### src/rtl/shift_arbiter_pkg.sv
// Shared definitions for the two-requester shift arbiter:
// datapath widths and the result-register FSM states.
package shift_arbiter_pkg;

    localparam int DATA_W  = 8;
    localparam int SHAMT_W = 3;

    typedef enum logic {
        IDLE = 1'b0,
        HOLD = 1'b1
    } state_t;

endpackage

### src/rtl/barrel_shifter.sv
// Combinational 8-bit barrel shifter: left zero-fill, right logical or
// arithmetic (sign-replicating) depending on AL.
module barrel_shifter
    import shift_arbiter_pkg::*;
(
    input  logic [DATA_W-1:0]  din,
    input  logic [SHAMT_W-1:0] shamt,
    input  logic               LR,
    input  logic               AL,
    output logic [DATA_W-1:0]  dout
);

    always_comb begin
        if (LR) begin
            dout = din << shamt;
        end else if (AL) begin
            dout = $unsigned($signed(din) >>> shamt);
        end else begin
            dout = din >> shamt;
        end
    end

endmodule

### src/rtl/shift_arbiter.sv
// Round-robin arbiter sharing one barrel shifter between two requesters,
// with a single registered result slot and saturating per-requester grant counts.
module shift_arbiter
    import shift_arbiter_pkg::*;
#(
    parameter int RR_INIT = 0,
    parameter int CNT_W   = 8
) (
    input  logic               clk,
    input  logic               rst_n,

    input  logic               req0_valid,
    output logic               req0_ready,
    input  logic [DATA_W-1:0]  req0_din,
    input  logic [SHAMT_W-1:0] req0_shamt,
    input  logic               req0_lr,
    input  logic               req0_al,

    input  logic               req1_valid,
    output logic               req1_ready,
    input  logic [DATA_W-1:0]  req1_din,
    input  logic [SHAMT_W-1:0] req1_shamt,
    input  logic               req1_lr,
    input  logic               req1_al,

    output logic               res_valid,
    input  logic               res_ready,
    output logic [DATA_W-1:0]  res_dout,
    output logic               res_id,

    output logic [CNT_W-1:0]   gnt_cnt0,
    output logic [CNT_W-1:0]   gnt_cnt1
);

    state_t             state, state_nxt;
    logic               prio;
    logic               can_grant;
    logic               gnt0, gnt1;
    logic [DATA_W-1:0]  op_din, shift_out;
    logic [SHAMT_W-1:0] op_shamt;
    logic               op_lr, op_al;

    // NOTE: sequential state is written only with non-blocking assignments.
    always_ff @(posedge clk) begin
        if (!rst_n) begin
            state <= IDLE;
        end else begin
            state <= state_nxt;
        end
    end

    // NOTE: every signal driven here gets a default first so no path infers a latch.
    always_comb begin
        state_nxt = state;
        can_grant = 1'b0;
        gnt0      = 1'b0;
        gnt1      = 1'b0;
        if (rst_n) begin
            // HOLD can drain and refill the result register in the same cycle.
            can_grant = (state == IDLE) || res_ready;
            gnt0      = can_grant && req0_valid && (!req1_valid || !prio);
            gnt1      = can_grant && req1_valid && (!req0_valid ||  prio);
            if (gnt0 || gnt1) begin
                state_nxt = HOLD;
            end else if (state == HOLD && res_ready) begin
                state_nxt = IDLE;
            end
        end
    end

    assign req0_ready = gnt0;
    assign req1_ready = gnt1;
    assign res_valid  = (state == HOLD);

    assign op_din   = gnt1 ? req1_din   : req0_din;
    assign op_shamt = gnt1 ? req1_shamt : req0_shamt;
    assign op_lr    = gnt1 ? req1_lr    : req0_lr;
    assign op_al    = gnt1 ? req1_al    : req0_al;

    barrel_shifter u_shifter (
        .din   (op_din),
        .shamt (op_shamt),
        .LR    (op_lr),
        .AL    (op_al),
        .dout  (shift_out)
    );

    always_ff @(posedge clk) begin
        if (!rst_n) begin
            res_dout <= '0;
            res_id   <= 1'b0;
            prio     <= RR_INIT[0];
            gnt_cnt0 <= '0;
            gnt_cnt1 <= '0;
        end else begin
            if (gnt0 || gnt1) begin
                res_dout <= shift_out;
                res_id   <= gnt1;
                prio     <= gnt0;   // priority passes to the requester not served
            end
            if (gnt0 && gnt_cnt0 != '1) begin
                gnt_cnt0 <= gnt_cnt0 + CNT_W'(1);
            end
            if (gnt1 && gnt_cnt1 != '1) begin
                gnt_cnt1 <= gnt_cnt1 + CNT_W'(1);
            end
        end
    end

endmodule

### config.mk
export PLATFORM = sky130hd
export DESIGN_NAME = shift_arbiter
export DESIGN_NICKNAME = d
export VERILOG_FILES = /design/src/rtl/shift_arbiter_pkg.sv /design/src/rtl/barrel_shifter.sv /design/src/rtl/shift_arbiter.sv
export SDC_FILE = /design/constraint.sdc
export NUM_CORES = 1
export LEC_CHECK = 0
export BUFFER_PORTS_ARGS = -buffer_cell sky130_fd_sc_hd__buf_4
export CORE_AREA = 2 2 71 80
export CTS_CLUSTER_SIZE = 14
export DETAILED_ROUTE_END_ITERATION = 10
export DIE_AREA = 0 0 73 82
export PLACE_DENSITY = 0.75
export SYNTH_ARGS = -nofsm -noshare
export SYNTH_HDL_FRONTEND = slang
export SYNTH_SLANG_ARGS = --single-unit
### constraint.sdc
create_clock -name clk -period 1.9 [get_ports clk]
set_clock_uncertainty 0.1 [all_clocks]
set_input_delay 0.19 -clock clk [delete_from_list [all_inputs] [get_ports clk]]
set_output_delay 0.19 -clock clk [all_outputs]
set_load 0.02 [all_outputs]
Word-level counts from Yosys, hierarchy flattened
Cells that the tools add are included.
{ "totals": {"register_bits": 27} }
{ "op_classes": {"n_addsub": 2, "n_eq_ne": 2, "shifts": 3, "n_mux": 10, "bitwise_logic": 1, "n_reduce_logical": 16} }
{ "op_table": {"columns": ["op", "n"], "rows": [
  ["$mux W8", 3],
  ["$add A8 B1 Y8 const B", 2],
  ["$ne A8 B8 Y1 const B", 2],
  ["$shl A8 B3 Y8", 1],
  ["$shr A8 B3 Y8", 1],
  ["$sshr A8 B3 Y8", 1],
  ["$logic_and A1 B1 Y1", 7],
  ["$mux W1", 6],
  ["$logic_or A1 B1 Y1", 5],
  ["$logic_not A1 Y1", 3],
  ["$mux W3", 1],
  ["$reduce_bool A2 Y1", 1],
  ["$not A1 Y1", 1]
]} }

Logic depth before layout (Yosys ltp)
Gate-level depths: netlist of run 1.
{ "depth": {"ltp_word": 9, "mapped_depth": 10} }

By module
From an unflattened synthesis of run 1, not the netlist that was laid out.
{ "hier_totals": {"cells_unflattened": 254, "hier_area_um2": 1940.6} }
{ "modules_own_cells": {"columns": ["mod", "n_inst", "cells_each", "area_each_um2", "seq_area_each_um2"], "rows": [
  ["shift_arbiter", 1, 177, 1396.3, 540.5],
  ["barrel_shifter", 1, 77, 544.3, 0.0]
]} }

Least setup slack after synthesis of run 1
No wires, ideal clock.
{ "synth_timing": {"path_kind": "reg2reg", "from": "register state, in the netlist res_valid", "to": "register res_dout[6]", "setup_time_ns": 0.096, "arrival_ns": 1.766, "required_ns": 1.704, "slack_ns": -0.062, "path_stages_with_launch": 8, "n_path_buf": 1, "period_less_slack_ns": 1.962, "cell_sequence": "dfxtp_1 -> nand2b_4 -> buf_6 -> nand4_4 -> mux2i_1 -> mux4_2 -> o21a_1 -> o41ai_2"} }
{ "synth_via": {"elab_chain_len": 9, "word_cells_on_any_way": 18} }
{ "synth_rtl": {"columns": ["element", "line", "source"], "rows": [
  ["start: declaration", "shift_arbiter.sv:35", "state_t state, state_nxt;"],
  ["start signal: assignment", "shift_arbiter.sv:48", "state <= state_nxt;"],
  ["$not A1 Y1 *", "shift_arbiter.sv:60", "can_grant = (state == IDLE) || res_ready;"],
  ["$logic_or A1 B1 Y1 *", "shift_arbiter.sv:60", null],
  ["$logic_and A1 B1 Y1 (2 in series)", "shift_arbiter.sv:62", "gnt1 = can_grant && req1_valid && (!req0_valid || prio);"],
  ["$mux W1", "shift_arbiter.sv:58", "if (rst_n) begin"],
  ["$mux W8 or $mux W3 (tied branches)", "shift_arbiter.sv:75, shift_arbiter.sv:76", null],
  ["$shr A8 B3 Y8 or $sshr A8 B3 Y8 (tied branches)", "barrel_shifter.sv:19, barrel_shifter.sv:17", null],
  ["$mux W8", "barrel_shifter.sv:16", "end else if (AL) begin"],
  ["$mux W8", "barrel_shifter.sv:14", "if (LR) begin"],
  ["end signal: assignment", "shift_arbiter.sv:97", "res_dout <= shift_out;"],
  ["end: declaration", "shift_arbiter.sv:28", "output logic [DATA_W-1:0] res_dout,"]
]} }
Every way passes the cells marked *; elsewhere a longest branch is shown, timed or not.
A chain may end at the register's enable or synchronous reset.

Worst setup path in the final report of run 1
{ "layout_timing": {"from": "register prio", "to": "register res_dout[5]"} }
{ "layout_via": {"elab_chain_len": 7, "word_cells_on_any_way": 17} }
{ "layout_rtl": {"columns": ["element", "line", "source"], "rows": [
  ["start: declaration", "shift_arbiter.sv:36", "logic prio;"],
  ["start signal: assignment", "shift_arbiter.sv:92", "prio <= RR_INIT[0];"],
  ["start signal: assignment", "shift_arbiter.sv:99", "prio <= gnt0;"],
  ["$logic_or A1 B1 Y1", "shift_arbiter.sv:62", null],
  ["$logic_and A1 B1 Y1", "shift_arbiter.sv:62", null],
  ["$mux W1", "shift_arbiter.sv:58", null],
  ["$mux W8 or $mux W3 (tied branches)", "shift_arbiter.sv:75, shift_arbiter.sv:76", null],
  ["$shr A8 B3 Y8 or $sshr A8 B3 Y8 (tied branches)", "barrel_shifter.sv:19, barrel_shifter.sv:17", null],
  ["$mux W8", "barrel_shifter.sv:16", null],
  ["$mux W8", "barrel_shifter.sv:14", null]
]} }
Several ways; a longest one is shown, not always the timed one.

==> flow_metrics.tcl, run 1 <==
set metrics [dict create \
    io_pins 59 \
    start_util 0.474 \
    path_cells "nand2b_4 > nand4_4 > buf_4 > mux2i_1 > a21boi_0 > o22ai_1 > a32o_1" \
    finalHoldWorstSlack_ns 0.0838 \
    synthArstFlopShare 0 \
    grt_pass1_wl_mm 11.4 \
    worstSetupStartpointType "register" \
    yosys.area_share.simple 0.238 \
    cp_max_fo 14 \
    cts-buffers-inserted 3 \
    slew_viol_final 0 \
    clock_path_buffers 2 \
    max_stage_delay_ns 0.34 \
    synthTopCellsByArea "dfxtp_1, mux2i_1, nand2_1" \
    layout_commonest_cell "buf_4" \
    clock_latency_ns 0.27 \
    crit_type "reg -> reg" \
    synth.area.mux_share 0.194 \
    synth_compound_area_frac 0.219 \
    synth_cell_types 55 \
    num_antenna_cells 0 \
    drive_gt1_frac 0.282 \
    endpoint_kind "register" \
    final_cell_mix "buf_4, nand2_1, mux2i_1" \
    power_w 0.00150 \
    netlist_instances 310 \
    wire_per_inst_um 16.5 \
    worstPathRequired_ns 1.97 \
    synth_edf_count 0 \
    ir_worst_vdd_v 0.000245 \
    power_frac_comb 0.374 \
    routed_wl_mm 7.03 \
    htreeDepth 1 \
    finalSetupViolations 0 \
    p_leak_nw 1.33 \
    vias_per_cell 6.04 \
    die_w_um 73 \
    area_growth_pct 23.2 \
    synth_top_cell_by_area "dfxtp_1" \
    synth-seq-area-share 0.219 \
    critPathArrivalTime_ns 1.96 \
    swShare 0.338 \
    cts_tree "yes" \
    drc 0 \
    crit_slowest_cell "dfxtp_2" \
    grt_max_degree 27 \
    regArea_um2 543 \
    fmax_ghz 0.528 \
    power_density_mw_per_mm2 493 \
    dpl.cell_count 420 \
    rows 28 \
    dr.pass1.iters 5 \
    drtIter0Drc 149 \
    critPathTopFamily "compound AO/OA/AOI/OAI gates" \
    relSlewSlack 0.691 \
    synth.avg_cell_area_um2 7.98 \
    synthAdderAreaFrac 0.0101 \
    yosys_warnings 0 \
    hold_viol 0 \
    ctsHoldBuffers 0 \
    period_share 0.997 \
    multiInputGateArea_mm2 0.00178 \
    die_area_mm2 0.00599 \
    p_sw_w 0.000509 \
    rsz0062_at_grt "true" \
    final_nets 399 \
    io_buffers 58 \
    synthDominantCellAreaShare 0.219 \
    cts_sinks 27 \
    ant_nets 0 \
    track_usage 0.238 \
    root_buffer "clkbuf_8" \
    synth_xor_area_frac 0.0496 \
    via_count 2568 \
    yosys_register_bits 27 \
    synth_top_family_by_area "simple AND/OR/NAND/NOR gates" \
    fin_cells 425 \
    ys.flop_type "dfxtp_1" \
    antenna_found_initial 0 \
    syn-num-nets 343 \
    fillers 520 \
    gp_congestion 1.01 \
    syn_area_mm2 0.00247 \
    maxCapViolations 0 \
    min_path_type "in -> reg" \
    core-area_mm2 0.00522 \
    hpwl_mm 5.52 \
    cell_internal_pwr_w 0.000994 \
    period_minus_slack_ns 1.89 \
    outcome "finished, final reports clean" \
    seq_power_share 0.408 \
    fp.dieH_um 82 \
    worstMarginPinSlew_ns 0.450 \
    clkPwrFrac 0.218 \
    cts.clk_slew.worst_paths_ns 0.09 \
    cp_num_buf_inv 1 \
    grt_pass1_vias 2354 \
    overflow 0 \
]
-- timing repair --
action / 4_1_cts / 5_1_grt
setup buffers: 1 / 0
endpoints found under the setup margin: 6 / 10
pin swaps: 1 / 0
gates resized for setup: 3 / 5
-- power groups by stage --
stage,Combinational [W],Clock [W],Sequential [W]
final,0.000562,0.000328,0.000613
after global routing,0.000610,0.000364,0.000616
after CTS,0.000552,0.000344,0.000612
after detailed placement,0.000545,0,0.000626
after global placement,0.000541,0,0.000625
after floorplan,0.000320,0,0.000653
-- synth_stat cells, types with 2 or more instances --
master and instances:
mux2i_1 30, buf_6 2, and2_1 5, ha_1 2, or3_1 2, nor3_1 6, o2111ai_1 3, xor2_1 6
nand2_1 32, nor2b_1 5, mux2_2 6, nand4_1 7, nand2b_1 3, mux4_2 4, dfxtp_1 27, nor2_1 27
o21ai_0 14, clkbuf_1 8, nand3b_1 2, xnor2_1 8, inv_1 8, o22ai_1 3, and3_1 6, a21boi_0 2
a31oi_1 5, o21bai_1 3, buf_2 7, buf_4 4, o211ai_1 7, nand3_1 16, a21oi_1 19, a211oi_1 8
-- final timing paths --
| kind | start | end | slack, ns | depth (start not counted) |
|---|---|---|---|---|
| worst min register to register | gnt_cnt1[1] | gnt_cnt1[1] | 0.41 | 2 |
| worst min-delay path | req1_valid | prio | 0.08 | 2 |
| worst max register to register | prio | res_dout[5] | 0.006 | 7 |
| worst max-delay path | prio | res_dout[5] | 0.006 | 7 |
-- cell families (layout without fill, tap and decap cells) --
kind of cell / after synthesis / in the layout
adder cells (fa/ha/maj): 2 / 2
multiplexers: 41 / 41
AND/OR/NAND/NOR: 117 / 117
AO/OA/AOI/OAI: 77 / 77
buffers and inverters: 32 / 87
XOR/XNOR: 14 / 14
flip-flops: 27 / 27
-- stage by stage --
step | util | setup TNS (ns) | setup WS, ns | area [um2]
floorplan | - | 0 | 0.0251 | 2470
global placement | 0.566 | -0.0573 | -0.0573 | 2960
detailed placement | 0.566 | -0.0185 | -0.0101 | 2960
CTS | 0.579 | 0 | 0.00563 | 3020
global route | 0.583 | -0.196 | -0.0545 | 3050
finish | 0.583 | 0 | 0.00614 | 3050
-- state kept, by name, indices dropped and copies added (netlist names) --
name and cells:
res_valid 1, res_dout 8, res_id 1, prio 1, gnt_cnt1 8, gnt_cnt0 8
-- per-layer routing --
metal,global-route usage,share of wire,vias to the layer above
met5,0,0,-
met4,0.0796,0.021,0
met3,0.0209,0.064,12
met2,0.412,0.49,101
met1,0.309,0.43,1205
li1,-,-,1250
-- cell type report --
cell class | count | share of cell area
Sequential cell | 27 | 0.178
Multi-Input combinational cell | 251 | 0.585
Clock inverter | 1 | 0.00247
Timing Repair Buffer | 74 | 0.184
Inverter | 9 | 0.0127
Tap cell | 60 | 0.0247
Clock buffer | 3 | 0.0136
(Power assumes the default switching activity.)
==> inputs of run 2 (changes only) <==
Settings changed: CORE_AREA 2 2 71 80 to 2 2 74 83, DIE_AREA 0 0 73 82 to 0 0 76 85, PLACE_DENSITY 0.75 to 0.7.
==> run 2 against run 1 <==
Routed wire length up 9.5%; die area up 7.9%; fmax up 1.1%; worst hold slack worse by 0.011 ns; clock power up 2%; first-iteration DRC count up 19%; critical path depth unchanged; largest cell class unchanged; highest routed layer unchanged.
==> flow_metrics.tcl, run 2 (same netlist as run 1, synthesis figures left out) <==
set metrics [dict create \
    cts.clk_slew.worst_paths_ns 0.09 \
    drc 0 \
    relSlewSlack 0.672 \
    grtUsageMet2 0.375 \
    swShare 0.345 \
    ant_nets 0 \
    final_nets 409 \
    cts-buffers-inserted 3 \
    grt_pass1_vias 2405 \
    r2r-end "res_dout[2]" \
    layout_commonest_cell "buf_4" \
    max_stage_delay_ns 0.34 \
    whs_path_depth 2 \
    routed_wl_mm 7.70 \
    worstReg2RegStart "prio" \
    period_minus_slack_ns 1.87 \
    htreeDepth 1 \
    seq_power_share 0.395 \
    ir_worst_vdd_v 0.000279 \
    wire_per_inst_um 17.0 \
    min_path_type "in -> reg" \
    grt_pass1_wl_mm 12.1 \
    start_util 0.440 \
    drive_gt1_frac 0.315 \
    rows 29 \
    critPathArrivalTime_ns 1.91 \
    rrSetupSlack_ns 0.03 \
    area_growth_pct 30.5 \
    track_usage 0.231 \
    cts_tree "yes" \
    crit_slowest_cell "or3_1" \
    p_sw_w 0.000538 \
    rsz0062_at_grt "true" \
    fmax_ghz 0.534 \
    cp_max_fo 6 \
    post_dp_cell_area_mm2 0.00301 \
    clock_path_buffers 2 \
    hold_viol 0 \
    hold_path.startpoint "req1_valid" \
    slew_viol_final 0 \
    die_area_mm2 0.00646 \
    crit_type "reg -> reg" \
    r2r_cells 7 \
    worstMarginPinSlew_ns 0.491 \
    drtIter0Drc 177 \
    vias_per_cell 5.78 \
    use_met1 0.307 \
    clock_latency_ns 0.28 \
    path_cells "nand2b_4 > nand4_4 > buf_6 > mux2i_4 > or3_1 > a21oi_2 > o22ai_1" \
    io_buffers 58 \
    dr.pass1.iters 5 \
    clkPwrFrac 0.214 \
    root_buffer "clkbuf_8" \
    final_cell_mix "buf_4, nand2_1, mux2i_1, nor2_1, dfxtp_1" \
    worstSetupStartpointType "register" \
    startpoint "prio" \
    finalHoldWorstSlack_ns 0.0729 \
    overflow 0 \
    power_density_mw_per_mm2 483 \
    finalSetupViolations 0 \
    antenna_found_initial 0 \
    min_to "prio" \
    grt_max_degree 19 \
    worstPathRequired_ns 1.94 \
    die_w_um 76 \
    endpoint_kind "register" \
    cts_sinks 27 \
    hpwl_mm 5.99 \
    reg_top3 "gnt_cnt0 (8), gnt_cnt1 (8), res_dout (8)" \
    use_met3 0.0234 \
    cell_internal_pwr_w 0.00102 \
    maxCapViolations 0 \
    num_antenna_cells 0 \
    power_frac_comb 0.392 \
    fp.dieH_um 85 \
    core-area_mm2 0.00562 \
    outcome "finished, final reports clean" \
    via_count 2611 \
    gp_congestion 0.948 \
    period_share 0.986 \
    io_pins 59 \
    p_leak_nw 1.39 \
    fin_area_mm2 0.00323 \
    grt.busiest_layer "met2" \
]
run 2: cell types whose count changed in the layout (fill, tap and decap cells not counted), sizes merged:
cell  change
buf      +10
run 2: critical path: cells and delay by family (launching register included):
family                 cells  cell delay [ns]
and+or+nand+nor            3             0.68
DFF                        1             0.33
AOI/OAI and AO/OA          2             0.25
buffers and inverters      1             0.21
muxes                      1             0.17
run 2: routing by layer:
| metal | share of wire | routed length, um |
|---|---|---|
| met5 | 0 | 0 |
| met4 | 0.046 | 355 |
| met3 | 0.053 | 412 |
| met2 | 0.47 | 3580 |
| met1 | 0.43 | 3350 |
run 2: cell type report:
cell class / instances / area (um2)
inverters: 9 / 38.8
clock buffers: 3 / 41.3
multi-input cells: 251 / 1840
well taps: 77 / 96.3
clock inverters: 1 / 7.51
repair buffers: 84 / 661
flip-flops and latches: 27 / 543
fillers: 540 / 2400
run 2: timing repair:
item | in CTS | in global routing
resized for setup | 5 | 18
hold endpoints to repair | 0 | 0
cloned | 0 | 0
setup buffers | 3 | 3
hold buffers | 0 | 0
pin swaps | 1 | 3
endpoints found under the setup margin | 4 | 10
run 2: through the flow:
stage	total power (W)	std cells	utilization	TNS, ns	setup slack (ns)
floorplan	0.000974	310	-	0	0.0251
global placement	0.00119	442	0.536	0	0.0393
detailed placement	0.00119	442	0.536	-0.0955	-0.0689
CTS	0.00153	449	0.552	0	0.00474
global route	0.00164	452	0.574	-0.101	-0.0586
finish	0.00156	452	0.574	0	0.0275
run 2: power by group through the flow:
stage / clock network [W] / registers (W) / logic (W)
after CTS: 0.000338 / 0.000614 / 0.000576
after detailed placement: 0 / 0.000627 / 0.000563
after global placement: 0 / 0.000626 / 0.000561
after global routing: 0.000363 / 0.000617 / 0.000658
after floorplan: 0 / 0.000653 / 0.000320
final: 0.000333 / 0.000615 / 0.000610
run 2: worst max-delay path by stage:
stage | depth (start not counted) | slack (ns) | to
2_1_floorplan | 7 | 0.03 | res_dout[6]
4_1_cts | 9 | 0.005 | gnt_cnt1[4]
6_report | 7 | 0.03 | res_dout[2]
3_3_place_gp | 9 | 0.04 | gnt_cnt1[4]
5_1_grt | 7 | -0.06 | res_dout[6]
3_5_place_dp | 9 | -0.07 | gnt_cnt1[4]
